`src/rtl/serializer_pkg.sv`:
```
// Shared definitions for the LED pattern serializer: FSM state encoding,
// default geometry and counter widths sized for the legal parameter maxima.
package serializer_pkg;

    typedef enum logic [1:0] {
        ST_IDLE  = 2'd0,
        ST_SHIFT = 2'd1,
        ST_LATCH = 2'd2,
        ST_DONE  = 2'd3
    } state_t;

    localparam int DEF_WIDTH  = 16;
    localparam int DEF_HALF   = 2;
    localparam int BIT_CNT_W  = 5;   // holds WIDTH-1 for WIDTH up to 32
    localparam int HALF_CNT_W = 8;   // holds HALF-1 for HALF up to 255

endpackage

```
`src/rtl/half_period_timer.sv`:
```
// Free-running divider: one-cycle tick every HALF enabled cycles, count
// cleared whenever the enable is low.
module half_period_timer
    import serializer_pkg::*;
#(
    parameter int HALF = DEF_HALF
) (
    input  logic clk_i,
    input  logic rst_ni,
    input  logic en_i,
    output logic tick_o
);

    localparam logic [HALF_CNT_W-1:0] CNT_LAST = HALF_CNT_W'(HALF - 1);

    logic [HALF_CNT_W-1:0] cnt_q;
    logic [HALF_CNT_W-1:0] cnt_d;

    always_comb begin
        cnt_d = '0;
        if (en_i && (cnt_q != CNT_LAST)) begin
            cnt_d = cnt_q + 1'b1;
        end
    end

    always_ff @(posedge clk_i or negedge rst_ni) begin
        if (!rst_ni) begin
            cnt_q <= '0;
        end else begin
            cnt_q <= cnt_d;
        end
    end

    assign tick_o = en_i && (cnt_q == CNT_LAST);

endmodule

```
`src/rtl/pattern_serializer.sv`:
```
// Shifts a WIDTH-bit word MSB first to an external LED shift driver, then
// strobes its storage latch. All outputs come straight from registers.
module pattern_serializer
    import serializer_pkg::*;
#(
    parameter int WIDTH = DEF_WIDTH,
    parameter int HALF  = DEF_HALF
) (
    input  logic             clk,
    input  logic             reset,
    input  logic             start,
    input  logic [WIDTH-1:0] data,
    output logic             sclk,
    output logic             sdata,
    output logic             latch,
    output logic             busy,
    output logic             done
);

    localparam logic [BIT_CNT_W-1:0] BIT_LAST = BIT_CNT_W'(WIDTH - 1);

    state_t               state_q, state_d;
    logic [WIDTH-1:0]     shreg_q, shreg_d;
    logic [BIT_CNT_W-1:0] bit_q, bit_d;
    logic                 phase_q, phase_d;
    logic                 sclk_q, sclk_d;
    logic                 sdata_q, sdata_d;
    logic                 latch_q, latch_d;
    logic                 busy_q, busy_d;
    logic                 done_q, done_d;
    logic                 timer_en;
    logic                 tick;

    // The timer runs continuously across SHIFT and LATCH so the latch phase
    // inherits the same HALF-cycle cadence without a restart gap.
    assign timer_en = (state_q == ST_SHIFT) || (state_q == ST_LATCH);

    half_period_timer #(
        .HALF (HALF)
    ) u_timer (
        .clk_i  (clk),
        .rst_ni (reset),
        .en_i   (timer_en),
        .tick_o (tick)
    );

    always_comb begin
        state_d = state_q;
        shreg_d = shreg_q;
        bit_d   = bit_q;
        phase_d = phase_q;
        sclk_d  = sclk_q;
        sdata_d = sdata_q;
        latch_d = latch_q;
        busy_d  = busy_q;
        done_d  = 1'b0;
        unique case (state_q)
            ST_IDLE: begin
                sclk_d  = 1'b0;
                latch_d = 1'b0;
                busy_d  = 1'b0;
                if (start) begin
                    state_d = ST_SHIFT;
                    shreg_d = data;
                    sdata_d = data[WIDTH-1];
                    bit_d   = '0;
                    phase_d = 1'b0;
                    busy_d  = 1'b1;
                end
            end
            ST_SHIFT: begin
                if (tick) begin
                    if (!phase_q) begin
                        sclk_d  = 1'b1;
                        phase_d = 1'b1;
                    end else begin
                        sclk_d  = 1'b0;
                        phase_d = 1'b0;
                        if (bit_q == BIT_LAST) begin
                            // Last bit stays on sdata through the latch strobe.
                            state_d = ST_LATCH;
                            latch_d = 1'b1;
                            bit_d   = '0;
                        end else begin
                            bit_d   = bit_q + 1'b1;
                            shreg_d = shreg_q << 1;
                            sdata_d = shreg_q[WIDTH-2];
                        end
                    end
                end
            end
            ST_LATCH: begin
                if (tick) begin
                    state_d = ST_DONE;
                    latch_d = 1'b0;
                    busy_d  = 1'b0;
                    done_d  = 1'b1;
                end
            end
            ST_DONE: begin
                state_d = ST_IDLE;
            end
            default: begin
                state_d = ST_IDLE;
            end
        endcase
    end

    always_ff @(posedge clk or negedge reset) begin
        if (!reset) begin
            state_q <= ST_IDLE;
            shreg_q <= '0;
            bit_q   <= '0;
            phase_q <= 1'b0;
            sclk_q  <= 1'b0;
            sdata_q <= 1'b0;
            latch_q <= 1'b0;
            busy_q  <= 1'b0;
            done_q  <= 1'b0;
        end else begin
            state_q <= state_d;
            shreg_q <= shreg_d;
            bit_q   <= bit_d;
            phase_q <= phase_d;
            sclk_q  <= sclk_d;
            sdata_q <= sdata_d;
            latch_q <= latch_d;
            busy_q  <= busy_d;
            done_q  <= done_d;
        end
    end

    assign sclk  = sclk_q;
    assign sdata = sdata_q;
    assign latch = latch_q;
    assign busy  = busy_q;
    assign done  = done_q;

endmodule

```
`config.mk`:
```
export PLATFORM = sky130hd
export DESIGN_NAME = pattern_serializer
export DESIGN_NICKNAME = d
export VERILOG_FILES = /design/src/rtl/serializer_pkg.sv /design/src/rtl/half_period_timer.sv /design/src/rtl/pattern_serializer.sv
export SDC_FILE = /design/constraint.sdc
export NUM_CORES = 1
export LEC_CHECK = 0
export BUFFER_PORTS_ARGS = -buffer_cell sky130_fd_sc_hd__buf_2
export CAP_MARGIN = 20
export CORE_UTILIZATION = 40
export CTS_CLUSTER_DIAMETER = 150
export CTS_CLUSTER_SIZE = 24
export DETAILED_ROUTE_END_ITERATION = 10
export HOLD_SLACK_MARGIN = 0.08
export PLACE_DENSITY = 0.65
export SLEW_MARGIN = 15
export SYNTH_ARGS = -nofsm -noshare
export SYNTH_HDL_FRONTEND = slang
export SYNTH_SLANG_ARGS = --single-unit
export TNS_END_PERCENT = 100
```
`constraint.sdc`:
```
create_clock -name clk -period 2.95 [get_ports clk]
set_input_delay 0.295 -clock clk [delete_from_list [all_inputs] [get_ports clk]]
set_output_delay 0.295 -clock clk [all_outputs]
set_load 0.01 [all_outputs]
```
Word level (Yosys, flattened, before mapping)
Cells that the tools add are included.

Input port bits: 19. Register bits: 36. Logic and storage cells: 74. Output and inout bits: 5.

Add/sub/neg operators: 2. Reduce and logical (&&, ||, !) cells: 14. Eq/ne operators: 12. Muxes and demuxes: 36.

Operators by type and width (number): 2-to-1 mux 15 bit (4); one-hot mux 15 bit (2 select lines) (1); 2-to-1 mux 5 bit (4); AND reduction 5 bit (3); 2-to-1 mux 1 bit (14); 2-to-1 mux 2 bit (5); != test 2 bit, second input constant (5); one-hot mux 5 bit (2 select lines) (1); adder 8 x 1 -> 8 bit, second input constant (1); equality test 8 x 1 -> 1 bit, second input constant (1); 2-to-1 mux 8 bit (1); != test 8 x 1 -> 1 bit, second input constant (1); one-hot mux 1 bit (2 select lines) (4); one-hot mux 2 bit (4 select lines) (1); adder 5 x 1 -> 5 bit, second input constant (1); equality test 5 x 4 -> 1 bit, second input constant (1); equality test 2 bit, second input constant (2); AND reduction 2 bit (2); AND reduction 4 bit (1); nonzero test 2 bit (2); one-hot mux 1 bit (3 select lines) (1); AND reduction 3 bit (1); nonzero test 3 bit (1); equality test 2 x 1 -> 1 bit, second input constant (1); other kinds (4) (5).

Longest topological paths before layout
Depth after elaboration: 5. Mapped depth: 8. Mapped depth without buffers: 6.

By module
Synthesis repeated with hierarchy kept, for this count alone.

Cells, all modules: 198. Area, all modules: 1946.9 sq um.

By module, submodules not included: pattern_serializer (cells each 159, times used 1, area an instance 1550.2 sq um, sequential area each 700.7 sq um); half_period_timer (cells each 39, times used 1, area an instance 396.6 sq um, sequential area each 200.2 sq um).

Least setup slack after synthesis
Ideal clock, no wire load.

Path kind: register -> register. Start: register state_q[0]. End: register state_q[1]. Library setup time: 128 ps. Period minus slack after synthesis: 2267 ps. Slack: 683 ps. Path buffers: 1. Cell stages (with the launch flop): 8. Data arrival time: 2139 ps. Required time: 2822 ps. Cells stage by stage: dfrtp_1 > inv_1 > ha_1 > or4bb_1 > or2_1 > buf_6 > a221oi_4 > mux2_1.

Elaborated cells between the ends (all ways): 13. Classes of those cells: eq/ne (8); mux (1); reduce/logical (4).

RTL lines: start, declared (line pattern_serializer.sv:22) `state_t state_q, state_d;`; start signal, assigned (line pattern_serializer.sv:121) `state_q <= state_d;`; equality test 2 bit, or another cell as far along (line pattern_serializer.sv:57) `unique case (state_q)`; one-hot mux 2 bit (4 select lines) * (line pattern_serializer.sv:57); via state_d[1] (line pattern_serializer.sv:22).

The timed path passes the listed nets; every way through them passes the cells marked *. A chain may end at the register's enable or synchronous reset.

Worst setup path after layout
Same ends and word-level chain as after synthesis.

==> impl_metrics.csv <==
group,metric,value,unit
logic_synthesis,synth_cells,222,
global_routing,grt-ovfl-total,0,
power_and_ir_drop,seqPwrFrac,37.1,%
die,core.rowCount,25,
finish,antenna_cells,0,
die,die_x,74.28,um
finish,area_growth,12.81,%
power_and_ir_drop,swShare,41.48,%
placement,hpwl,3087,um
finish,multiInputGateArea,1105,um^2
cts,htree_levels,2,
global_routing,grt_pass1_vias,1722,
sta,slew_headroom,26.80,%
logic_synthesis,synth_edf_count,0,
setup_path,worst_setup_path_end_kind,"register",
cts,postCtsSetupBuffers,0,
setup_path,crit_type,"reg -> reg",
logic_synthesis,ys_warn_count,0,
drt,routed_wl,4663,um
power_and_ir_drop,p_switching,0.0008807,W
finish,fin_area,2357,um^2
cts,postCtsResizedCells,0,
setup_path,critPathRequiredTime,3.12,ns
logic_synthesis,ys_seq_area_share,43.11,%
drt,wl_per_cell,14.99,um
logic_synthesis,avgSynthCellArea,9.412,um^2
sta,drv_slew,0,
global_routing,grt_start_max_net_pins,49,
finish,drive_above_1_share,17.62,%
setup_path,worstPathArrival,2.70,ns
die,initial_utilization,42.82,%
sta,max_freq,0.3954,GHz
die,core_area,4880,um^2
die,die_area,5517,um^2
drt,drcViolationCount,0,
run_status,status,"complete, no violations",
drt,drt.antenna.violating_nets,0,
die,ioPinCount,24,
cts,root_buffer,"clkbuf_8",
sta,rsz0062_at_grt,"no",
hold_path,hp-class,"in -> async",
sta,finalCritPeriodShare,85.73,%
power_and_ir_drop,p_int,0.001243,W
die,die_y,74.28,um
global_routing,antenna_found_initial,0,
finish,final_util,48.31,%
sta,worstMarginPinSlew,1.094,ns
power_and_ir_drop,combPwrFrac,47.6,%
sta,fin_setup_tns,0,ns
finish,fin_nets,271,
sta,hold_viol,0,
finish,fillers,497,
setup_path,cp_max_fo,9,
sta,min_period,2.529,ns
power_and_ir_drop,peakVddDrop,0.0003949,V
setup_path,critPathLaunchType,"register",
placement,placed_area,2280,um^2
placement,gp_congestion,0.7577,
drt,first_pass_iters,4,
sta,final.setup_skew,0.01091,ns
logic_synthesis,synth_fp_nets,249,
sta,setup_viol,0,
power_and_ir_drop,leakagePower,0.9872,nW
global_routing,grt_first_pass_wirelength,8211,um
logic_synthesis,yosys_most_used_dff,"dfrtp_1",
cts,cts.sinks,36,
global_routing,gr-usage-all-layers,19.67,%
finish,regArea,900.9,um^2
cts,cts.path.max_buffers,2,
drt,viasPerCell,5.707,
cts,tritoncts,"done",
cts,cts-hold-fix-buffers,0,
placement,port_buffers,23,
sta,whs,0.09661,ns
power_and_ir_drop,clockPowerShare,15.3,%
cts,clock_latency,0.29,ns
flow_run,drv_cap,0,
drt,drtIter0Drc,174,
drt,vias,1775,
logic_synthesis,netlist_area,2090,um^2
logic_synthesis,synth_cell_type_count,45,
cts,clk_pin_slew_worst_paths,0.07,ns
logic_synthesis,async_flop_share,100.0,%
cts,numCtsBuffers,5,
power_and_ir_drop,powerDensity,900.8,nW/um^2
logic_synthesis,synth_seq_cells,36,
## cell type report
cell class,instances,share of cell area (%)
multi-input cells,164,46.87
flip-flops and latches,36,38.22
well taps,67,3.556
clock inverters,1,0.2123
repair buffers,29,6.794
clock buffers,6,3.079
inverters,8,1.274
## power by group through the flow
| stage | logic (W) | registers, W | clock network [W] |
|---|---|---|---|
| 2_1_floorplan | 0.000790 | 0.000774 | 0 |
| 3_3_place_gp | 0.000996 | 0.000792 | 0 |
| 3_5_place_dp | 0.00101 | 0.000792 | 0 |
| 4_1_cts | 0.00102 | 0.000785 | 0.000340 |
| 5_1_grt | 0.00114 | 0.000812 | 0.000360 |
| 6_report | 0.00101 | 0.000788 | 0.000325 |
## state kept, by name, summed over array words and instances, names as in the netlist
register	count
phase_q	1
shreg_q	15
bit_q	5
state_q	2
done	1
sclk	1
latch	1
u_timer.cnt_q	8
busy	1
sdata	1
## synth_stat cells (all sizes together), types with 3 or more instances
library cell / n / area share (%)
mux2: 3 / 1.6
and3: 4 / 1.2
ha: 8 / 4.8
nand3: 12 / 2.9
nand4: 13 / 3.9
a221oi: 14 / 6.7
clkbuf: 12 / 2.2
dfrtp: 36 / 43
o211ai: 16 / 5.7
mux2i: 3 / 1.4
nand2: 22 / 4.0
xor2: 4 / 1.7
inv: 8 / 1.4
nor2: 28 / 5.0
and2: 3 / 0.90
a21oi: 4 / 0.96
a211oi: 3 / 1.1
## metrics by stage
stage                     setup slack (ns)  power (W)  cells
after floorplan                     0.6832   0.001564    222
after global placement              0.5100   0.001787    304
after detailed placement            0.4427   0.001807    304
after CTS                           0.4206   0.002144    311
after global routing                0.3060   0.002313    311
final                               0.4208   0.002123    311
## final timing paths
check,startpoint,end,slack (ns),cells after the start
max,state_q[0],state_q[1],0.42,6
min,reset,u_timer.cnt_q[4],0.1,1
max reg2reg,state_q[0],state_q[1],0.42,6
min reg2reg,sclk,sclk,0.53,1
max in group asynchronous,reset,bit_q[0],2.34,1
min in group clk,data[0],shreg_q[0],0.25,2
## logic make-up (layout without fill, tap and decap cells)
group | after synthesis | in the layout | share of synthesized area, %
fa+ha+maj | 8 | 8 | 4.791
buf+inv | 22 | 44 | 4.311
xor+xnor | 6 | 6 | 2.515
flops | 36 | 36 | 43.11
compound gates | 49 | 49 | 19.34
simple gates | 95 | 95 | 22.88
mux | 6 | 6 | 3.054
## cell usage in the layout (no fill, tap or decap), types with 2 or more instances in the layout
master	Yosys	layout
nand4_1	13	13
xnor2_1	2	2
mux2i_1	3	3
nand2_1	22	22
and3_1	4	4
buf_2	0	23
ha_1	8	8
nand3_1	12	12
mux2_2	2	2
a222oi_1	2	2
nor2_1	28	28
clkbuf_8	0	5
a21oi_1	4	4
o211ai_1	16	16
xor2_1	4	4
and2_1	3	3
dfrtp_1	36	36
nand4b_1	2	2
buf_4	0	6
inv_1	8	8
a221oi_1	13	13
a211oi_1	3	3
## routing by layer
metal | vias up | global-route usage [%] | share of wire [%]
met5 | - | 0 | 0
met4 | 0 | 7.128 | 1.3
met3 | 5 | 5.149 | 3.9
met2 | 39 | 29.29 | 47
met1 | 860 | 27.66 | 47
li1 | 871 | - | -
## critical path, cell delays in order (launching register included)
cell,delay (ns)
dfrtp_1,0.41
inv_1,0.11
ha_1,0.36
or4bb_1,0.48
or2_1,0.39
a221oi_4,0.32
mux2_1,0.34
(Power assumes the default switching activity.)
